## src/rtl/gcm_pkg.sv

```systemverilog
// Shared state encoding, block constants and block-building helpers for the
// GCM GHASH sequencer.
package gcm_pkg;

    typedef enum logic [2:0] {
        ST_IDLE,
        ST_LOAD,
        ST_AAD,
        ST_CT,
        ST_LEN,
        ST_WAIT,
        ST_DONE
    } gcm_state_e;

    localparam int GCM_BLK_BYTES = 16;

    // len(A)||len(C) block: byte counts become 64-bit bit counts.
    function automatic logic [127:0] gcm_len_block(input logic [63:0] aad_bytes,
                                                   input logic [63:0] ct_bytes);
        return {aad_bytes << 3, ct_bytes << 3};
    endfunction

    // Keep bytes 0..r-1 (byte 0 in the top lane); r == 0 keeps the whole block.
    function automatic logic [127:0] gcm_byte_mask(input logic [3:0] r);
        logic [127:0] m;
        m = '0;
        for (int i = 0; i < GCM_BLK_BYTES; i++) begin
            if (r == 4'd0 || i < int'(r)) begin
                m[127 - 8*i -: 8] = 8'hff;
            end
        end
        return m;
    endfunction

endpackage

```

## src/rtl/gcm_block_mask.sv

```systemverilog
// Zero-pads the final partial block of an AAD or CT phase; every other block
// passes through untouched.
module gcm_block_mask import gcm_pkg::*; (
    input  logic [127:0] data,
    input  logic         last,
    input  logic [3:0]   rem,
    output logic [127:0] masked
);

    assign masked = last ? (data & gcm_byte_mask(rem)) : data;

endmodule

```

## src/rtl/gcm_ghash_seq.sv

```systemverilog
// Drives one ghash instance through a full GCM authentication pass:
// load H, stream AAD then CT, append the length block, return the result.
// Define GHASH_SEQ_TAG_XOR_EN to fold E(K,J0) into the result (full GCM tag).
//
// Handshakes: a transfer happens on a channel in any cycle where both its
// valid and ready are high; valid never depends on ready of the same channel
// except gh_valid, which is the in_valid & in_ready pass-through in AAD/CT.
module gcm_ghash_seq import gcm_pkg::*; #(
    parameter int LEN_W = 32
) (
    input  logic             clk,
    input  logic             rst,
    input  logic             cmd_valid,
    output logic             cmd_ready,
    input  logic [127:0]     cmd_h,
    input  logic [LEN_W-1:0] cmd_aad_len,
    input  logic [LEN_W-1:0] cmd_ct_len,
    input  logic [127:0]     cmd_ek0,
    input  logic             in_valid,
    output logic             in_ready,
    input  logic [127:0]     in_data,
    output logic             gh_start,
    output logic [127:0]     gh_h,
    output logic [127:0]     gh_data,
    output logic             gh_valid,
    output logic             gh_last,
    input  logic             gh_ready,
    input  logic [127:0]     gh_result,
    input  logic             gh_result_valid,
    output logic [127:0]     tag,
    output logic             tag_valid,
    input  logic             tag_ready,
    output logic             busy
);

    localparam logic [LEN_W-1:0] CNT_ONE = {{(LEN_W-1){1'b0}}, 1'b1};

    gcm_state_e       state, state_nxt;
    logic [127:0]     h_reg, tag_reg, tag_next, masked;
    logic [LEN_W-1:0] aad_len_reg, ct_len_reg, aad_cnt, ct_cnt;
    logic             in_phase, xfer, last_blk, cmd_take;
    logic [3:0]       rem;

    // ceil(n/16) without the n+15 overflow at the top of the range.
    function automatic logic [LEN_W-1:0] blk_count(input logic [LEN_W-1:0] n);
        return (n >> 4) + {{(LEN_W-1){1'b0}}, |n[3:0]};
    endfunction

`ifdef GHASH_SEQ_TAG_XOR_EN
    logic [127:0] ek0_reg;

    always_ff @(posedge clk) begin
        if (rst) begin
            ek0_reg <= '0;
        end else if (cmd_take) begin
            ek0_reg <= cmd_ek0;
        end
    end

    assign tag_next = gh_result ^ ek0_reg;
`else
    logic unused_ek0;

    assign unused_ek0 = ^cmd_ek0;
    assign tag_next   = gh_result;
`endif

    assign cmd_take = (state == ST_IDLE) && cmd_valid;
    assign in_phase = (state == ST_AAD) || (state == ST_CT);
    assign in_ready = in_phase && gh_ready;
    assign xfer     = in_valid && in_ready;
    assign last_blk = (state == ST_AAD) ? (aad_cnt == CNT_ONE) : (ct_cnt == CNT_ONE);
    assign rem      = (state == ST_AAD) ? aad_len_reg[3:0] : ct_len_reg[3:0];

    gcm_block_mask u_mask (
        .data   (in_data),
        .last   (last_blk),
        .rem    (rem),
        .masked (masked)
    );

    assign cmd_ready = (state == ST_IDLE);
    assign busy      = (state != ST_IDLE);
    assign gh_start  = (state == ST_LOAD);
    assign gh_last   = (state == ST_LEN);
    assign gh_h      = h_reg;
    assign tag       = tag_reg;
    assign tag_valid = (state == ST_DONE);

    always_comb begin
        state_nxt = state;
        gh_valid  = 1'b0;
        gh_data   = '0;
        case (state)
            ST_IDLE: if (cmd_valid) state_nxt = ST_LOAD;
            ST_LOAD: begin
                if (aad_cnt != '0)     state_nxt = ST_AAD;
                else if (ct_cnt != '0) state_nxt = ST_CT;
                else                   state_nxt = ST_LEN;
            end
            ST_AAD: begin
                gh_valid = xfer;
                gh_data  = masked;
                if (xfer && last_blk) state_nxt = (ct_cnt != '0) ? ST_CT : ST_LEN;
            end
            ST_CT: begin
                gh_valid = xfer;
                gh_data  = masked;
                if (xfer && last_blk) state_nxt = ST_LEN;
            end
            ST_LEN: begin
                gh_valid = 1'b1;
                gh_data  = gcm_len_block(64'(aad_len_reg), 64'(ct_len_reg));
                if (gh_ready) state_nxt = ST_WAIT;
            end
            ST_WAIT: if (gh_result_valid) state_nxt = ST_DONE;
            ST_DONE: if (tag_ready) state_nxt = ST_IDLE;
            default: state_nxt = ST_IDLE;
        endcase
    end

    always_ff @(posedge clk) begin
        if (rst) begin
            state       <= ST_IDLE;
            h_reg       <= '0;
            aad_len_reg <= '0;
            ct_len_reg  <= '0;
            aad_cnt     <= '0;
            ct_cnt      <= '0;
            tag_reg     <= '0;
        end else begin
            state <= state_nxt;
            if (cmd_take) begin
                h_reg       <= cmd_h;
                aad_len_reg <= cmd_aad_len;
                ct_len_reg  <= cmd_ct_len;
                aad_cnt     <= blk_count(cmd_aad_len);
                ct_cnt      <= blk_count(cmd_ct_len);
            end
            if (xfer && state == ST_AAD) aad_cnt <= aad_cnt - CNT_ONE;
            if (xfer && state == ST_CT)  ct_cnt  <= ct_cnt - CNT_ONE;
            if (state == ST_WAIT && gh_result_valid) tag_reg <= tag_next;
        end
    end

endmodule

```

## config.mk

```make
export PLATFORM = sky130hd
export DESIGN_NAME = gcm_ghash_seq
export DESIGN_NICKNAME = d
export VERILOG_FILES = /design/src/rtl/gcm_pkg.sv /design/src/rtl/gcm_block_mask.sv /design/src/rtl/gcm_ghash_seq.sv
export SDC_FILE = /design/constraint.sdc
export NUM_CORES = 1
export LEC_CHECK = 0
export ABC_CLOCK_PERIOD_IN_PS = 3300
export BUFFER_PORTS_ARGS = -buffer_cell sky130_fd_sc_hd__buf_2
export CORE_AREA = 2 2 381 383
export DETAILED_ROUTE_END_ITERATION = 12
export DIE_AREA = 0 0 383 385
export PLACE_DENSITY = 0.39
export SLEW_MARGIN = 20
export SYNTH_ARGS = -nofsm -noshare
export SYNTH_HDL_FRONTEND = slang
export SYNTH_SLANG_ARGS = --single-unit
```

## constraint.sdc

```tcl
create_clock -name clk -period 3.3 [get_ports clk]
set_input_delay 0.495 -clock clk [delete_from_list [all_inputs] [get_ports clk]]
set_output_delay 0.495 -clock clk [all_outputs]
set_load 0.1 [all_outputs]
```

* Word level (Yosys, flattened, before mapping) *
Cells that the tools add are included.

word-level totals
  flip-flop bits (word level) = 387
  output and inout port bits = 391
  word-level logic and storage cells = 109

cells by class
  mux-type cells = 34
  bitwise logic cells = 1
  magnitude comparators = 15
  add/sub/neg operators = 4
  reduce and logical (&&, ||, !) cells = 34
  equal/unequal tests = 14

operator list
  operator                 count
  $pmux W128 S2            1
  $and A128 B128 Y128      1
  $mux W128                1
  $mux W32                 4
  $mux W8                  16
  $eq A32 B1 Y1 const B    2
  $reduce_bool A32 Y1      2
  $sub A32 B1 Y32 const B  2
  $add A28 B1 Y29          2
  $lt A4 B4 Y1 const A     7
  $mux W3                  8
  $pmux W3 S7              1
  $logic_or A1 B1 Y1       16
  $lt A3 B4 Y1 const A     4
  $eq A3 B3 Y1 const B     3
  $lt A1 B4 Y1 const A     2
  $lt A2 B4 Y1 const A     2
  $ne A2 B1 Y1 const B     4
  $reduce_or A4 Y1         2
  $logic_and A1 B1 Y1      7
  $eq A3 B2 Y1 const B     2
  $reduce_and A6 Y1        1
  $logic_not A4 Y1         1
  $mux W4                  1
  other kinds (8)          10

* Longest topological paths before layout *
  word-level depth = 8
  gate-level depth with buffers = 10

* Hierarchy *
A second synthesis with hierarchy kept.

second synthesis, totals
  cells, all modules = 2382
  area total of the unflattened synthesis = 17964.7 um^2

by module, submodules not included
  module          instances  area each (um^2)  sequential area each (um^2)  cells each
  gcm_ghash_seq   1          16913.7           7747.4                       2222
  gcm_block_mask  1          1051.0            0.0                          160

* Worst setup path after synthesis *
Ideal clock, no wire load.

  path type = register -> output
  start point = register state[1]
  end point = output port gh_data[16]
  buffers on the path = 1
  data required time = 2.805 ns
  arrival = 3.185 ns
  cell stages (with the launch flop) = 8
  setup slack = -0.380 ns
  cells stage by stage = dfxtp_1 nor3b_2 mux2_2 or2_2 buf_2 o22a_2 a21oi_1 a22o_1

on the way
  cells in the longest elaborated chain, start to end = 8
  elaborated cells on any way between the ends = 13
  classes of those cells = order compare (1); eq/ne (3); mux (5); bitwise (1); reduce/logical (3)

RTL lines
  what                                              RTL line                                                       source
  from (decl)                                       gcm_ghash_seq.sv:38                                            gcm_state_e state, state_nxt;
  from (signal assigned)                            gcm_ghash_seq.sv:132                                           state <= state_nxt;
  $eq A3 B2 Y1                                      gcm_ghash_seq.sv:72, gcm_ghash_seq.sv:73, gcm_ghash_seq.sv:94
  $mux W4                                           gcm_ghash_seq.sv:73                                            assign rem = (state == ST_AAD) ? aad_len_reg[3:0] : ct_len_reg[3:0];
  $lt A4 B4 Y1 or $logic_not A4 Y1 (tied branches)  gcm_pkg.sv:28                                                  if (r == 4'd0 || i < int'(r)) begin
  $logic_or A1 B1 Y1                                gcm_pkg.sv:28
  $mux W8                                           gcm_pkg.sv:28
  $and A128 B128 Y128                               gcm_block_mask.sv:10                                           assign masked = last ? (data & gcm_byte_mask(rem)) : data;
  $mux W128                                         gcm_block_mask.sv:10
  $pmux W128 S2 *                                   gcm_ghash_seq.sv:94                                            case (state)
  to (decl)                                         gcm_ghash_seq.sv:24                                            output logic [127:0] gh_data,

Every way passes the cells marked *; elsewhere a longest branch is shown, timed or not.

* Worst setup path in the final report *
  start point = register ct_cnt[16]
  end point = output port gh_data[20]

on the way
  cells in the longest elaborated chain, start to end = 4

RTL lines
  what                    RTL line              source
  from (decl)             gcm_ghash_seq.sv:40   logic [LEN_W-1:0] aad_len_reg, ct_len_reg, aad_cnt, ct_cnt;
  from (signal assigned)  gcm_ghash_seq.sv:138  ct_cnt <= blk_count(cmd_ct_len);
  from (signal assigned)  gcm_ghash_seq.sv:141  if (xfer && state == ST_CT) ct_cnt <= ct_cnt - CNT_ONE;
  $eq A32 B1 Y1           gcm_ghash_seq.sv:72   assign last_blk = (state == ST_AAD) ? (aad_cnt == CNT_ONE) : (ct_cnt == CNT_ONE);
  $mux W1                 gcm_ghash_seq.sv:72
  $mux W128               gcm_block_mask.sv:10
  $pmux W128 S2           gcm_ghash_seq.sv:94

No other way between the ends.

==> results summary <==
The leftover overflow at the end of global routing is 0. The post-layout total power is 27.2 mW. For this block, the routed nets add up to 117 mm of wire. The number of search-and-repair iterations in the first detailed-routing pass is 4. The slew at the pin with the worst max-slew slack came out at 935 ps. The clock-pin slew on the worst setup and hold paths came out at 60 ps. The cell count after synthesis came out at 2244. The number of antenna violations at the first check in global routing is 91.

The net switching component of the power is 13.8 mW. The tree built by TritonCTS fans out to 387 sinks. The number of vias in the routed layout came out at 19600. The layout-stage area growth over the synthesis result came out at 66.2%. The part of the total power dissipated in the clock network is 0.224. The flow ran to the end, but the final reports show violations. By startpoint and endpoint, the worst setup path is classified as reg -> out.

The biggest area contributor in the post-synthesis netlist is dfxtp_1. For this run, the share of the core covered by cells in the final layout is 0.199. The worst setup path is launched from a register. The area of placed instances is 0.0256 mm2. The worst clock skew on the final layout is 43.9 ps. The sum of negative setup slack is -58470 ps. The number of buffers on the longest clock path came out at 3.

The remaining design rule violation count came out at 0. The total global routing track utilization is 0.152. For the worst setup path, the data required time is 2800 ps.

The tightest min-delay check is of the in -> reg type. The data arrival time of the critical path is 3390 ps. The worst hold path cell count is 3. The dominant register cell in the synthesized netlist is dfxtp_1. The first-pass GRT wire length came out at 156 mm. The post-synthesis average cell area is 7.65 um2. The total of fill cells in the finished design came out at 16200.

The final reports fail on setup timing. The leakage power total came out at 11.8 nW. The number of vias per cell came out at 3.88. Setup repair after global routing could not meet its margin everywhere. The number of slew-limit violations in the final report is 0. The non-filler instance count after layout is 5064.

The worst slack at placement came out at -88.5 ps. The highest cell delay on the worst timing path is 530 ps. The standard-cell row count came out at 139. Setup violations remaining at the end of the flow were counted as 120.

For this design, the slowest cell found on the critical path is or4_4. The highest clock rate is 257 MHz. The netlist area before placement is 0.0172 mm2. The worst slew slack as a fraction of its limit came out at 0.374. The clock network latency to the later pin of the worst-skew pair came out at 650 ps. Internal power comes to 13.4 mW.

The number of clock buffers inserted by TritonCTS is 52. The chip height came out at 385 um. The number of flops mapped to enable cells by yosys came out at 0. The number of max-cap violations is 0. Ranked by total cell area, the synthesized netlist is headed by dfxtp_1 45%, nand2_1 16%, a21oi_1 11%, a22o_1 3.3%, clkbuf_1 3.2%. The initial detailed-routing violation count came out at 1131. The port buffer count is 845.

The summed area of non-filler cells in the final layout came out at 0.0285 mm2. CTS placed an instance of clkbuf_16 at the clock tree root. The sequential share of power came out at 0.218. The placed wire-length estimate came out at 95.1 mm.

Walking the worst path, the cells encountered are or4_4 > or4_4 > nor4_4 > buf_4 > o22a_4 > a21oi_1 > buf_12 > a22o_2 > buf_12. The register bit total from synthesis came out at 387. The die span in x is 383 um. The final critical-path setup slack is -585 ps. Entering global routing, the biggest net connects 164 pins. The fraction of synthesized cell area taken by the top area cell type came out at 0.451. At the end of the flow, the number of nets in the layout was 3694. The CTS tree is built. The share of cells above drive strength 1 is 0.378. The count of antenna-violating nets left after detailed routing is 0.

The total placed cells including tap cells is 4931. During I/O placement, the number of pins put on the boundary was 974. The share of the cycle needed by the critical path after routing came out at 1.18. The worst setup slack for register-to-register paths came out at 460 ps. The congestion estimate from routability-driven global placement came to 0.788. Of the total power, the share spent switching nets is 0.507.

Counting flops with an async set or reset pin after synthesis yields a share of 0. The worst setup path is captured at an output pin. The number of warning messages in the yosys log is 0.

In the final routed layout, each cell accounts on average for 23.1 um. The total power density per cell area is 954 mW/mm2. The final critical delay including setup and external delays came out at 3880 ps. The die area came out at 0.147 mm2. The worst ir drop on vdd is 0.559 mV. The total count of hold-check failures in the final report is 0.

The number of global-route vias before repair came to 18900. Synthesis instantiated 78 different standard cells from the library. The post-synthesis net count is 2837. The biggest fanout along the worst timing path came out at 8. The total number of H-tree levels came out at 2. The effective utilization at floorplan is 0.120. The worst register-to-register path has a depth of 7.

The core box area is 0.143 mm2. For this run, the register share of the synthesized area comes to 0.451. The logic gate share of total power came out at 0.558.

Hold is met by 79.4 ps.
[cells by family (layout without fill, tap and decap cells)]
family,count (synthesis),count (layout),share of synthesized area
adder cells (fa/ha/maj),10,10,0.00728
XOR/XNOR,54,54,0.0275
flip-flops,387,387,0.451
AND/OR/NAND/NOR,1051,1051,0.268
multiplexers,19,19,0.0119
AO/OA/AOI/OAI,544,544,0.192
other,0,20,0
buffers and inverters,179,1076,0.0420
[synth_stat cells, drive strengths merged (16+ instances only)]
library cell,instances
nand3,32
a22o,64
inv,20
a31oi,21
xnor2,29
nand2,717
xor2,25
or3,17
nor4,40
or4,17
nor3,31
dfxtp,387
clkbuf,147
nand4,16
and2,65
a21oi,363
nor2,74
[cell type report]
class,instances,area [um2],share of cell area
flip-flops and latches,387,7750,0.272
repair buffers,962,7140,0.250
clock buffers,75,1470,0.0515
inverters,20,78.8,0.00276
clock inverters,19,318,0.0111
multi-input cells,1678,9360,0.328
well taps,1903,2380,0.0834
diodes,20,50.0,0.00175
[cell usage in the layout (no fill, tap or decap), types with 14 or more instances in the layout]
cell	count
and2_4	51
nor2_1	72
nand4_1	16
xnor2_1	29
nor4_1	38
xor2_1	25
nand2_1	716
buf_6	16
a22o_4	41
nand3_1	31
o22ai_1	14
buf_12	128
dlygate4sd3_1	20
a21oi_1	358
inv_1	19
clkbuf_16	53
or3_1	15
dfxtp_1	385
clkbuf_1	16
nor3_1	31
a31oi_1	18
a211oi_1	15
diode_2	20
buf_2	723
o21ai_0	15
buf_4	72
[layer usage]
layer,vias to the layer above,track usage,share of wire
met5,-,0,0.0019
met4,36,0.0466,0.030
met3,220,0.0607,0.098
met2,804,0.241,0.46
met1,9150,0.187,0.41
li1,9433,-,-
[worst max-delay path, delay by kind of cell (launching register included)]
kind            cells  cell delay (ps)
simple gates        3             1350
compound gates      3              550
buf+inv             3              520
flops               1              320
[power groups by stage]
stage	combinational, mW	sequential (mW)	clock (mW)
after floorplan	7.32	8.24	0
after detailed placement	14.5	6.02	0
after global placement	14.5	6.01	0
final	15.2	5.95	6.09
after global routing	16.0	6.04	6.50
after CTS	15.3	5.94	6.32
[path summary, 6_finish.rpt]
path / from / endpoint
worst min-delay path: cmd_h[119] / gh_h[119]
worst max register to register: state[2] / ct_cnt[19]
worst max-delay path: ct_cnt[16] / gh_data[20]
worst min register to register: gh_h[75] / gh_h[75]
[what timing repair did]
action / 4_1_cts / 5_1_grt
hold buffers: 20 / 0
pin swaps: 56 / 19
setup endpoints to repair: 120 / 121
resized for setup: 230 / 15
buffers inserted: 3 / 1
hold endpoints to repair: 20 / 0
Note: power is estimated with default switching activity, not from simulation.
